File: src/rtl/mux_scan_pkg.sv
// Shared constants and state encoding for the mux channel scanner.
package mux_scan_pkg;

   localparam int NCH      = 8;
   localparam int CH_W     = 3;
   localparam int SETTLE_W = 4;

   typedef enum logic [1:0] {
      IDLE   = 2'd0,
      SETTLE = 2'd1,
      HOLD   = 2'd2
   } state_t;

endpackage

File: src/rtl/mux_scan_next_ch.sv
// Rotate-priority encoder: next set bit of mask strictly above cur, wrapping.
// With cur = NCH-1 it returns the lowest set bit.
module mux_scan_next_ch
   import mux_scan_pkg::*;
(
   input  logic [NCH-1:0]  mask,
   input  logic [CH_W-1:0] cur,
   output logic [CH_W-1:0] nxt,
   output logic            wrap,
   output logic            none
);

   logic [CH_W-1:0] w_idx;

   // NOTE: every output gets a default before the loop so no path can infer a latch.
   always_comb begin
      nxt   = cur;
      wrap  = 1'b1;
      w_idx = '0;
      // Walk from farthest to nearest so the nearest set bit wins; i = NCH lands back on cur.
      for (int i = NCH; i >= 1; i--) begin
         w_idx = cur + CH_W'(i);
         if (mask[w_idx]) begin
            nxt  = w_idx;
            wrap = (w_idx <= cur);
         end
      end
      none = ~|mask;
   end

endmodule

File: src/rtl/mux_scan_ctrl.sv
// Round-robin scanner driving an 8:1 mux and streaming tagged samples.
// Optional macro MUX_SCAN_FRAME_CNT_EN adds a 16-bit frame counter output.
module mux_scan_ctrl
   import mux_scan_pkg::*;
#(
   parameter int WIDTH      = 8,
   parameter int SETTLE_CYC = 2
)(
   input  logic             clk,
   input  logic             rst,
   input  logic             start,
   input  logic             stop,
   input  logic [NCH-1:0]   ch_mask,
   output logic [CH_W-1:0]  addr,
   output logic             ncs,
   input  logic [WIDTH-1:0] mux_dout,
   output logic [WIDTH-1:0] out_data,
   output logic [CH_W-1:0]  out_ch,
   output logic             out_valid,
   input  logic             out_ready,
   output logic             busy,
`ifdef MUX_SCAN_FRAME_CNT_EN
   output logic [15:0]      frame_cnt,
`endif
   output logic             frame_done
);

   state_t              r_state;
   logic [CH_W-1:0]     r_cur;
   logic [NCH-1:0]      r_mask_q;
   logic                r_stop_q;
   logic [SETTLE_W-1:0] r_cnt;
   logic                r_ncs;
   logic [WIDTH-1:0]    r_out_data;
   logic [CH_W-1:0]     r_out_ch;
   logic                r_out_valid;
   logic                r_frame_done;

   logic [CH_W-1:0]     w_nxt;
   logic                w_wrap;
   logic                w_unused_nxt_none;
   logic [CH_W-1:0]     w_first;
   logic                w_first_none;
   logic                w_unused_first_wrap;
   logic                w_hs;

   // Next channel within the latched frame mask.
   mux_scan_next_ch u_next (
      .mask (r_mask_q),
      .cur  (r_cur),
      .nxt  (w_nxt),
      .wrap (w_wrap),
      .none (w_unused_nxt_none)
   );

   // First channel of a new frame, taken from the live mask.
   mux_scan_next_ch u_first (
      .mask (ch_mask),
      .cur  (CH_W'(NCH - 1)),
      .nxt  (w_first),
      .wrap (w_unused_first_wrap),
      .none (w_first_none)
   );

   assign w_hs = r_out_valid && out_ready;

`ifdef MUX_SCAN_FRAME_CNT_EN
   logic [15:0] r_frame_cnt;
   always_ff @(posedge clk) begin
      if (rst) begin
         r_frame_cnt <= '0;
      end else if (r_state == IDLE && start && !w_first_none) begin
         r_frame_cnt <= '0;
      end else if (r_state == HOLD && w_hs && w_wrap) begin
         r_frame_cnt <= r_frame_cnt + 16'd1;
      end
   end
   assign frame_cnt = r_frame_cnt;
`endif

   // NOTE: state registers use non-blocking assignments so every update sees pre-edge values.
   always_ff @(posedge clk) begin
      if (rst) begin
         r_state      <= IDLE;
         r_cur        <= '0;
         r_mask_q     <= '0;
         r_stop_q     <= 1'b0;
         r_cnt        <= '0;
         r_ncs        <= 1'b1;
         r_out_data   <= '0;
         r_out_ch     <= '0;
         r_out_valid  <= 1'b0;
         r_frame_done <= 1'b0;
      end else begin
         r_frame_done <= 1'b0;
         case (r_state)
            IDLE: begin
               r_stop_q <= 1'b0;
               r_ncs    <= 1'b1;
               if (start && !w_first_none) begin
                  r_mask_q <= ch_mask;
                  r_cur    <= w_first;
                  r_cnt    <= '0;
                  r_ncs    <= 1'b0;
                  r_state  <= SETTLE;
               end
            end
            SETTLE: begin
               if (stop) r_stop_q <= 1'b1;
               if (r_cnt == SETTLE_W'(SETTLE_CYC - 1)) begin
                  r_out_data  <= mux_dout;
                  r_out_ch    <= r_cur;
                  r_out_valid <= 1'b1;
                  r_cnt       <= '0;
                  r_state     <= HOLD;
               end else begin
                  r_cnt <= r_cnt + SETTLE_W'(1);
               end
            end
            HOLD: begin
               if (stop) r_stop_q <= 1'b1;
               if (w_hs) begin
                  r_out_valid <= 1'b0;
                  if (w_wrap) begin
                     r_frame_done <= 1'b1;
                     r_mask_q     <= ch_mask;
                  end
                  if (r_stop_q || stop || (w_wrap && w_first_none)) begin
                     r_state  <= IDLE;
                     r_ncs    <= 1'b1;
                     r_stop_q <= 1'b0;
                  end else begin
                     r_cur   <= w_wrap ? w_first : w_nxt;
                     r_cnt   <= '0;
                     r_state <= SETTLE;
                  end
               end
            end
            default: r_state <= IDLE;
         endcase
      end
   end

   assign addr       = r_cur;
   assign ncs        = r_ncs;
   assign out_data   = r_out_data;
   assign out_ch     = r_out_ch;
   assign out_valid  = r_out_valid;
   assign busy       = (r_state != IDLE);
   assign frame_done = r_frame_done;

endmodule
File: config.mk
export PLATFORM = sky130hd
export DESIGN_NAME = mux_scan_ctrl
export DESIGN_NICKNAME = d
export VERILOG_FILES = /design/src/rtl/mux_scan_pkg.sv /design/src/rtl/mux_scan_next_ch.sv /design/src/rtl/mux_scan_ctrl.sv
export SDC_FILE = /design/constraint.sdc
export NUM_CORES = 1
export LEC_CHECK = 0
export ABC_AREA = 1
export BUFFER_PORTS_ARGS = -buffer_cell sky130_fd_sc_hd__buf_2
export CAP_MARGIN = 20
export CORE_ASPECT_RATIO = 0.5
export CORE_MARGIN = 4
export CORE_UTILIZATION = 55
export DETAILED_ROUTE_END_ITERATION = 8
export PLACE_DENSITY = 0.76
export SYNTH_ARGS = -nofsm -noshare
export SYNTH_HDL_FRONTEND = slang
export SYNTH_SLANG_ARGS = --single-unit
File: constraint.sdc
create_clock -name clk -period 3.45 [get_ports clk]
set_input_delay 0.5175 -clock clk [delete_from_list [all_inputs] [get_ports clk]]
set_output_delay 0.5175 -clock clk [all_outputs]
set_load 0.005 [all_outputs]
==> flow_summary.json, run 1 <==
{
  "post-cts-setup-buffer-count": 0,
  "detail_route.first_pass.iterations": 5,
  "rsz_0062_raised_after_global_routing": "no",
  "top_level_ports": 39,
  "chipWidth_um": 98.7,
  "maximum_resistive_drop_on_vdd_mv": 0.289,
  "crit_path_max_incr_delay_ps": 640,
  "port-buffer-count": 38,
  "worst_setup_path_start_kind": "flip-flop",
  "synth-edff-count": 0,
  "total_leakage_power_nw": 1.27,
  "rows": 16,
  "avgViaCountPerCell": 5.44,
  "stdcell_area_um2": 2560,
  "timing.final.max_slew_violations": 0,
  "initialDrtViolationCount": 153,
  "layout.cells.non_filler": 425,
  "hold_class": "in2reg",
  "ctsResizeCount": 0,
  "cp-end-kind": "flip-flop",
  "grt_start_max_net_pins": 25,
  "ys_ff_latch": 32,
  "post_dp_cell_area_um2": 2460,
  "tritoncts": "yes",
  "number_of_vias_after_detailed_routing": 2312,
  "final.hold.worst_slack_ps": 462,
  "netlist_instances": 334,
  "worst_ep_arrival_ps": 3310,
  "layout-drive-gt1-share": 0.210,
  "cp_common_cell": "sky130_fd_sc_hd__nand2_1",
  "synthesis.area_um2": 2260,
  "finish.net_count": 404,
  "num_antenna_cells": 0,
  "setup_viol": 0,
  "initial_utilization": 0.577,
  "finalCritPeriodShare": 0.896,
  "wl_per_cell_um": 13.4,
  "critical_path_class": "reg2reg",
  "clock_skew_ps": 8.54,
  "postRouteAntennaNets": 0,
  "floorplan.die_area_um2": 5270,
  "run_status": "finished, final reports clean",
  "worstPathCellList": "inv_2, ha_1, inv_2, nand3_1, nand3_2, nand2_4, clkinv_1, nand3_1, nand2_1, nand2_1, nand2_1, nand2_1, nand2_2, nand3_1, nand2_2, nand2_4, nand4_1, nand2_1, nand2_1, nor2_1",
  "synth_nets": 368,
  "critical_path_peak_fanout": 11,
  "fin_setup_tns_ps": 0,
  "cp.required_ps": 3670,
  "grt_util_all_layers": 0.225,
  "numCtsBuffers": 5,
  "core_area_um2": 3920,
  "async_flop_share": 0,
  "max_freq_mhz": 323,
  "max-slew-margin-rel": 0.383,
  "slowest_cell_on_the_critical_path": "sky130_fd_sc_hd__dfxtp_1",
  "synth_cell_types": 36,
  "clock_pin_slew_of_the_registers_on_the_worst_case_setup_and_hold_paths_ps": 70,
  "routed_wl_um": 5710,
  "synth_area_per_cell_um2": 6.78,
  "cts_buffer_depth": 2,
  "maxCapViolations": 0,
  "detailed_place_hpwl_um": 4360,
  "power_per_cell_area_nw_per_um2": 616,
  "clkLatencyLatePin_ps": 280,
  "numClockSinks": 32,
  "post_synth_top_flop": "sky130_fd_sc_hd__dfxtp_1",
  "antenna_found_initial": 0,
  "cts.root.buffer_cell": "sky130_fd_sc_hd__clkbuf_8",
  "global_route.overflow_total": 0,
  "tightest_slew_ps": 922,
  "grt_first_pass_wirelength_um": 9630,
  "hold_buffers": 0,
  "route.detailed.drc": 0,
  "vias_in_the_first_global_route": 2201,
  "finalCriticalPeriod_ps": 3090,
  "synth.yosys.seq_area_share": 0.283,
  "synthesis_to_layout_area_growth_pct": 13.1,
  "htree_num_levels": 2,
  "finalWeightedCongestion": 1.04,
  "finalHoldViolations": 0,
  "die_height_um": 53.4,
  "synth-warning-count": 0,
  "dp.cells": 416
}
## state kept, by name, summed over array words and instances (netlist names)
register,cells
addr,3
frame_done,1
ncs,1
out_ch,3
out_data,8
out_valid,1
r_cnt,4
r_mask_q,8
r_state,2
r_stop_q,1
## per-layer routing
metal	global-route usage	part of all wire
met5	0	0
met4	0.0567	0.0054
met3	0.0421	0.062
met2	0.401	0.46
met1	0.284	0.47
## layout make-up
type	count	area, um2
flip-flops and latches	32	641
repair buffers	40	205
inverters	34	128
clock buffers	7	86.3
fillers	384	1360
multi-input cells	257	1430
clock inverters	1	7.51
well taps	54	67.6
## Yosys cell counts, drive strengths merged, types with 2 or more instances
library cell,instances,area share
o21ai,33,0.073
nand2,72,0.14
buf,7,0.024
dfxtp,32,0.28
a21boi,2,0.0066
a31oi,2,0.0055
nand3,43,0.13
ha,13,0.072
nor2,49,0.081
inv,33,0.055
nand4,6,0.017
o211ai,3,0.0099
nor4,2,0.0055
a21oi,21,0.046
clkbuf,4,0.0066
## final timing paths
| kind | startpoint | to | slack [ps] | depth (start not counted) |
|---|---|---|---|---|
| setup reg to reg | addr[1]$_SDFFE_PP0P_ | addr[0]$_SDFFE_PP0P_ | 360 | 20 |
| hold reg to reg | ncs$_SDFFE_PP1P_ | ncs$_SDFFE_PP1P_ | 480 | 2 |
| hold / removal | mux_dout[3] | out_data[3]$_SDFFE_PP0P_ | 460 | 3 |
| setup / recovery | addr[1]$_SDFFE_PP0P_ | addr[0]$_SDFFE_PP0P_ | 360 | 20 |
## metrics by stage
stage | setup WS [ps] | power [mW] | util
global placement | 511 | 1.25 | 0.627
floorplan | 957 | 1.10 | -
finish | 358 | 1.58 | 0.653
global route | 48.2 | 1.70 | 0.653
detailed placement | 372 | 1.26 | 0.627
CTS | 355 | 1.57 | 0.651
## kinds of logic after synthesis
kind of cell,after synthesis,share of synthesized area
simple gates,176,0.387
compound gates,66,0.160
buf+inv,45,0.0873
flops,32,0.283
fa+ha+maj,13,0.0718
xor+xnor,2,0.0111
## placed cells by master, fill, tap and decap left out, types with 2 or more instances in the layout
master and instances:
sky130_fd_sc_hd__nand4_1 6, sky130_fd_sc_hd__nand3_4 2, sky130_fd_sc_hd__nand3_2 10, sky130_fd_sc_hd__ha_1 13, sky130_fd_sc_hd__inv_2 7, sky130_fd_sc_hd__clkbuf_8 6
sky130_fd_sc_hd__o21ai_0 28, sky130_fd_sc_hd__nand2_2 5, sky130_fd_sc_hd__o211ai_1 3, sky130_fd_sc_hd__nand2_1 63, sky130_fd_sc_hd__o21ai_1 5, sky130_fd_sc_hd__a21oi_1 21
sky130_fd_sc_hd__nor4_1 2, sky130_fd_sc_hd__buf_4 2, sky130_fd_sc_hd__nor2_1 49, sky130_fd_sc_hd__inv_1 26, sky130_fd_sc_hd__dfxtp_1 32, sky130_fd_sc_hd__a31oi_1 2
sky130_fd_sc_hd__nand3_1 31, sky130_fd_sc_hd__buf_2 38, sky130_fd_sc_hd__nand2_4 4
## report_power, final
group	leakage [nW]	switching [mW]	total [mW]	internal [mW]
sequential	0.261	0.0432	0.453	0.410
clock	0.0445	0.141	0.303	0.162
combinational	0.963	0.533	0.821	0.288
## worst max-delay path: cells and delay by family (launching register included)
family	cells	cell delay, ps
adder cells (fa/ha/maj)	1	560
buffers and inverters	3	410
flip-flops	1	640
AND/OR/NAND/NOR	16	1420
(Power assumes the default switching activity.)
==> run 2, diff against run 1 <==
--- a/config.mk
+++ b/config.mk
@@ -5,7 +5,6 @@
 export SDC_FILE = /design/constraint.sdc
 export NUM_CORES = 1
 export LEC_CHECK = 0
-export ABC_AREA = 1
 export BUFFER_PORTS_ARGS = -buffer_cell sky130_fd_sc_hd__buf_2
 export CAP_MARGIN = 20
 export CORE_ASPECT_RATIO = 0.5
==> constraint.sdc (replaced) <==
create_clock -name clk -period 3.8 [get_ports clk]
set_input_delay 0.57 -clock clk [delete_from_list [all_inputs] [get_ports clk]]
set_output_delay 0.57 -clock clk [all_outputs]
set_load 0.005 [all_outputs]
==> run 2 against run 1 <==
  * Global-route usage rose by 1.1 points
  * Cell area rose by 9.4%
  * Synthesized cell count fell by 12%
  * Hold slack got worse by 11 ps
  * Worst setup slack improved by 84 ps
  * Clock power rose by 8.6%
  * Power rose by 3.2%
  * Critical endpoint is now r_mask_q[2]$_SDFFE_PP0P_
==> flow_summary.json, run 2 <==
{
  "grt_start_max_net_pins": 33,
  "wl_per_cell_um": 16.6,
  "synth_area_per_cell_um2": 8.40,
  "antenna_found_initial": 0,
  "crit_path_max_incr_delay_ps": 580,
  "post_synth_top_flop": "sky130_fd_sc_hd__dfxtp_1",
  "route.detailed.drc": 0,
  "total_leakage_power_nw": 1.16,
  "critical_path_peak_fanout": 10,
  "worst_setup_path_start_kind": "flip-flop",
  "detail_route.first_pass.iterations": 4,
  "ys_ff_latch": 32,
  "maximum_resistive_drop_on_vdd_mv": 0.294,
  "synth-warning-count": 0,
  "setup_viol": 0,
  "postLayoutSetupSlackWorst_ps": 442,
  "met2_length_um": 2880,
  "mostFrequentLayoutCell": "sky130_fd_sc_hd__nand2_1",
  "worst_path_dominant_cell_family": "multiplexers",
  "run_status": "finished, final reports clean",
  "num_antenna_cells": 0,
  "finalCoreUtilization": 0.683,
  "finalCritPeriodShare": 0.884,
  "synth-edff-count": 0,
  "combined_area_of_the_multi_input_logic_cells_um2": 1710,
  "regArea_um2": 641,
  "timing.final.max_slew_violations": 0,
  "tritoncts": "yes",
  "layout-drive-gt1-share": 0.225,
  "rsz_0062_raised_after_global_routing": "no",
  "power_per_cell_area_nw_per_um2": 581,
  "worstPathCellList": "inv_1, ha_1, mux4_2, mux2i_4, nand4_1, a211oi_2, o211ai_2, o21ai_2, mux2i_1, nor2_1",
  "grt_util_all_layers": 0.236,
  "initial_utilization": 0.600,
  "detailed_place_hpwl_um": 4780,
  "htree_num_levels": 2,
  "die_height_um": 55.3,
  "synthDominantAreaCellType": "sky130_fd_sc_hd__dfxtp_1",
  "post-cts-setup-buffer-count": 0,
  "tightest_slew_ps": 648,
  "clkLatencyLatePin_ps": 290,
  "routed_wl_um": 6340,
  "floorplan.die_area_um2": 5680,
  "final.hold.worst_slack_ps": 452,
  "slowest_cell_on_the_critical_path": "sky130_fd_sc_hd__mux4_2",
  "finish.net_count": 362,
  "synthesis_to_layout_area_growth_pct": 13.8,
  "numCtsBuffers": 5,
  "synthesis.area_um2": 2460,
  "cts.root.buffer_cell": "sky130_fd_sc_hd__clkbuf_8",
  "synth.yosys.seq_area_share": 0.260,
  "highest_layer": "met4",
  "cp-end-kind": "flip-flop",
  "grt_first_pass_wirelength_um": 10700,
  "nFillCells": 336,
  "async_flop_share": 0,
  "worst_ep_arrival_ps": 3510,
  "critical_path_class": "reg2reg",
  "postRouteAntennaNets": 0,
  "ctsResizeCount": 0,
  "post_synth_most_frequent_cells": "46 x sky130_fd_sc_hd__nand2_1, 32 x sky130_fd_sc_hd__dfxtp_1, 30 x sky130_fd_sc_hd__a21oi_1, 30 x sky130_fd_sc_hd__nor2_1",
  "fin_total_pwr_mw": 1.63,
  "maxCapViolations": 0,
  "top_level_ports": 39,
  "layout.cells.non_filler": 383,
  "avgViaCountPerCell": 6.07,
  "chipWidth_um": 103,
  "core_area_um2": 4100,
  "finalHoldViolations": 0,
  "max_freq_mhz": 298,
  "global_route.overflow_total": 0,
  "clock_skew_ps": 5.46,
  "final_cell_mix": "46 x sky130_fd_sc_hd__nand2_1, 38 x sky130_fd_sc_hd__buf_2, 32 x sky130_fd_sc_hd__dfxtp_1",
  "yosysTopAreaCellShare": 0.260,
  "synth.area.top_cells": "sky130_fd_sc_hd__dfxtp_1 26%, sky130_fd_sc_hd__mux4_2 11%, sky130_fd_sc_hd__nand2_1 7.0%, sky130_fd_sc_hd__ha_1 6.6%, sky130_fd_sc_hd__a21oi_1 6.1%",
  "netlist_instances": 293,
  "hold_class": "reg2reg",
  "number_of_vias_after_detailed_routing": 2324,
  "finalWeightedCongestion": 0.902,
  "dp.cells": 375,
  "synth_nets": 327,
  "fin_setup_tns_ps": 0,
  "rows": 16,
  "clock_pin_slew_of_the_registers_on_the_worst_case_setup_and_hold_paths_ps": 70,
  "hold_buffers": 0,
  "numClockSinks": 32,
  "worstPathBufferInverterCount": 1,
  "synth_cell_types": 56,
  "vias_in_the_first_global_route": 2178,
  "port-buffer-count": 38,
  "yosys.cell_count.top_type": "sky130_fd_sc_hd__nand2_1",
  "post_dp_cell_area_um2": 2690,
  "met3_length_um": 430,
  "route.layer.met1.wl_um": 2990,
  "cts_buffer_depth": 2,
  "max-slew-margin-rel": 0.567,
  "dpl_worst_slack_ps": 512,
  "initialDrtViolationCount": 178,
  "finalCriticalPeriod_ps": 3360,
  "stdcell_area_um2": 2800,
  "cp.required_ps": 3950
}
-- run 2: logic make-up (layout without fill, tap and decap cells) --
group           count (synthesis)  in the layout  synth area share
compound gates                 82             82             0.225
flops                          32             32             0.260
fa+ha+maj                      13             13            0.0661
mux                            33             33             0.205
simple gates                  101            101             0.182
xor+xnor                        5              5            0.0178
buf+inv                        27             63            0.0442
-- run 2: worst reg2reg max path, cell delays in order, from the launching register on --
cell	delay [ps]
sky130_fd_sc_hd__dfxtp_1	340
sky130_fd_sc_hd__inv_1	100
sky130_fd_sc_hd__ha_1	530
sky130_fd_sc_hd__mux4_2	580
sky130_fd_sc_hd__mux2i_4	210
sky130_fd_sc_hd__nand4_1	140
sky130_fd_sc_hd__a211oi_2	260
sky130_fd_sc_hd__o211ai_2	180
sky130_fd_sc_hd__o21ai_2	520
sky130_fd_sc_hd__mux2i_1	300
sky130_fd_sc_hd__nor2_1	70
-- run 2: power by group --
group	total (mW)	internal [mW]	switching (mW)
logic	0.878	0.373	0.505
clock network	0.329	0.194	0.135
registers	0.421	0.372	0.0488
total	1.63	0.939	0.688
-- run 2: path summary, 6_finish.rpt --
kind,cells past startpoint,to,slack [ps],start
max,10,r_mask_q[2]$_SDFFE_PP0P_,440,addr[1]$_SDFFE_PP0P_
min,2,out_data[6]$_SDFFE_PP0P_,450,out_data[6]$_SDFFE_PP0P_
max reg2reg,10,r_mask_q[2]$_SDFFE_PP0P_,440,addr[1]$_SDFFE_PP0P_
min reg2reg,2,out_data[6]$_SDFFE_PP0P_,450,out_data[6]$_SDFFE_PP0P_
-- run 2: area by class of cell --
class,instances,share of cell area
multi-input combinational,234,0.611
sequential,32,0.229
timing repair buffer,42,0.0786
clock buffer,5,0.0246
tap,54,0.0241
inverter,13,0.0174
clock inverter,3,0.0152
-- run 2: routing by layer --
metal,up-vias,GRT usage
met3,5,0.0540
met5,-,0
met4,0,0.0355
met2,85,0.353
met1,1088,0.352
li1,1146,-
==> run 3, diff against run 2 <==
--- a/config.mk
+++ b/config.mk
@@ -9,9 +9,9 @@
 export CAP_MARGIN = 20
 export CORE_ASPECT_RATIO = 0.5
 export CORE_MARGIN = 4
-export CORE_UTILIZATION = 55
+export CORE_UTILIZATION = 52
 export DETAILED_ROUTE_END_ITERATION = 8
-export PLACE_DENSITY = 0.76
+export PLACE_DENSITY = 0.75
 export SYNTH_ARGS = -nofsm -noshare
 export SYNTH_HDL_FRONTEND = slang
 export SYNTH_SLANG_ARGS = --single-unit
==> constraint.sdc (replaced) <==
create_clock -name clk -period 2.8 [get_ports clk]
set_input_delay 0.42 -clock clk [delete_from_list [all_inputs] [get_ports clk]]
set_output_delay 0.42 -clock clk [all_outputs]
set_load 0.005 [all_outputs]
==> run 3 against run 2 <==
  * The flow now finishes with violations (negative setup slack)
  * Combinational power grew 92%
  * Non-clock buffer count grew 33
  * Sequential power grew 38%
  * Cell count grew 12%
  * Clock power grew 19%
  * Clock-buffer cell count grew 3
  * Hold slack lost 82 ps
  * Worst setup slack lost 610 ps
  * Register-to-register slack lost 610 ps
  * Global-route usage grew 1.6 points
  * Die area grew 5.1%
  * Critical path depth grew 1
==> flow_summary.json, run 3 (synthesized netlist as in run 2, its figures left out) <==
{
  "avgViaCountPerCell": 6.01,
  "critical_path_class": "reg2reg",
  "initialDrtViolationCount": 203,
  "clock_pin_slew_of_the_registers_on_the_worst_case_setup_and_hold_paths_ps": 70,
  "setup_viol": 17,
  "total_leakage_power_nw": 1.35,
  "ff2ff_path_depth": 11,
  "critical_path_peak_fanout": 5,
  "num_antenna_cells": 0,
  "final_cell_mix": "46 x sky130_fd_sc_hd__nand2_1, 38 x sky130_fd_sc_hd__buf_2, 33 x sky130_fd_sc_hd__buf_4",
  "hold_class": "in2reg",
  "finish.net_count": 395,
  "max_freq_mhz": 337,
  "port-buffer-count": 38,
  "vias_in_the_first_global_route": 2498,
  "numClockSinks": 32,
  "htree_num_levels": 2,
  "hold_buffers": 0,
  "maximum_resistive_drop_on_vdd_mv": 0.589,
  "power_per_cell_area_nw_per_um2": 824,
  "synthesis_to_layout_area_growth_pct": 31.0,
  "postLayoutSetupSlackWorst_ps": -164,
  "grt_util_all_layers": 0.252,
  "wl_per_cell_um": 17.2,
  "antenna_found_initial": 0,
  "hold_path_depth": 3,
  "postRouteAntennaNets": 0,
  "critical_path.reg2reg.startpoint": "addr[1]$_SDFFE_PP0P_",
  "mostFrequentLayoutCell": "sky130_fd_sc_hd__nand2_1",
  "max-slew-margin-rel": 0.577,
  "dpl_worst_slack_ps": -165,
  "run_status": "finished, violations left",
  "maxCapViolations": 0,
  "finalHoldViolations": 0,
  "global_route.overflow_total": 0,
  "initial_utilization": 0.549,
  "globalRouteMet1Util": 0.323,
  "cp.required_ps": 3000,
  "floorplan.die_area_um2": 5970,
  "finalCriticalPeriod_ps": 2960,
  "detail_route.first_pass.iterations": 5,
  "cts_buffer_depth": 2,
  "finalCoreUtilization": 0.719,
  "chipWidth_um": 105,
  "tritoncts": "yes",
  "top_level_ports": 39,
  "core_area_um2": 4490,
  "worst_ep_arrival_ps": 3160,
  "grt_start_max_net_pins": 33,
  "worst_setup_path_start_kind": "flip-flop",
  "clkLatencyLatePin_ps": 290,
  "grt_use_met3": 0.0436,
  "hold_path_startpoint": "mux_dout[7]",
  "tightest_slew_ps": 633,
  "fin_total_pwr_mw": 2.66,
  "layout-drive-gt1-share": 0.343,
  "routed_wl_um": 7360,
  "violated_checks": "negative setup slack",
  "finalWeightedCongestion": 0.949,
  "global_route.usage.met2": 0.409,
  "rsz_0062_raised_after_global_routing": "yes",
  "number_of_vias_after_detailed_routing": 2574,
  "die_height_um": 56.7,
  "rows": 17,
  "finalCritPeriodShare": 1.06,
  "global_route.peak_usage_layer": "met2",
  "route.detailed.drc": 0,
  "numCtsBuffers": 5,
  "grt_first_pass_wirelength_um": 12200,
  "detailed_place_hpwl_um": 5120,
  "clock_skew_ps": 7.56,
  "cts.root.buffer_cell": "sky130_fd_sc_hd__clkbuf_8",
  "nFillCells": 324,
  "cp-end-kind": "flip-flop",
  "worst_setup_path_startpoint": "addr[1]$_SDFFE_PP0P_",
  "timing.final.max_slew_violations": 0
}
==> run 3: per-layer routing <==
layer | share of wire | wire [um]
met5 | 0 | 0
met4 | 0.037 | 272
met3 | 0.071 | 523
met2 | 0.48 | 3510
met1 | 0.42 | 3050
==> run 3: critical path, stage by stage (launching register included) <==
cell	delay (ps)
sky130_fd_sc_hd__dfxtp_4	380
sky130_fd_sc_hd__inv_8	40
sky130_fd_sc_hd__ha_4	280
sky130_fd_sc_hd__mux4_2	570
sky130_fd_sc_hd__mux2_4	300
sky130_fd_sc_hd__nor2_2	80
sky130_fd_sc_hd__o211ai_1	140
sky130_fd_sc_hd__buf_4	180
sky130_fd_sc_hd__o211ai_4	310
sky130_fd_sc_hd__nor2_4	80
sky130_fd_sc_hd__mux2_4	320
sky130_fd_sc_hd__o32ai_2	190
==> run 3: power breakdown <==
group	leakage [nW]	switching, mW	internal (mW)	total, mW
logic	1.04	0.865	0.820	1.69
clock network	0.0515	0.166	0.224	0.390
registers	0.262	0.0760	0.507	0.583
==> run 3: layout make-up <==
type	instances	area, um2	share of cell area
flip-flops and latches	32	647	0.201
inverters	13	56.3	0.0175
clock buffers	8	100	0.0310
repair buffers	75	492	0.152
well taps	66	82.6	0.0256
multi-input cells	234	1850	0.573
==> run 3: worst paths after layout <==
path,slack [ps],endpoint
min,370,out_data[7]$_SDFFE_PP0P_
min reg2reg,450,out_ch[0]$_SDFFE_PP0P_
max,-160,addr[1]$_SDFFE_PP0P_
max reg2reg,-160,addr[1]$_SDFFE_PP0P_
==> run 3: timing repair <==
| action | in CTS | in global routing |
|---|---|---|
| setup buffers | 14 | 1 |
| gates resized for setup | 11 | 8 |
| pin swaps | 7 | 8 |
| setup endpoints to repair | 13 | 17 |
==> run 3: metrics by stage <==
step | std cells | area [um2] | TNS [ps] | hold WS, ps
4_1_cts | 427 | 3180 | -590 | 360
3_3_place_gp | 405 | 2900 | -271 | 439
3_5_place_dp | 405 | 2900 | -1480 | 443
6_report | 428 | 3230 | -1350 | 369
5_1_grt | 428 | 3230 | -2880 | 366
2_1_floorplan | 293 | 2560 | -3340 | 453
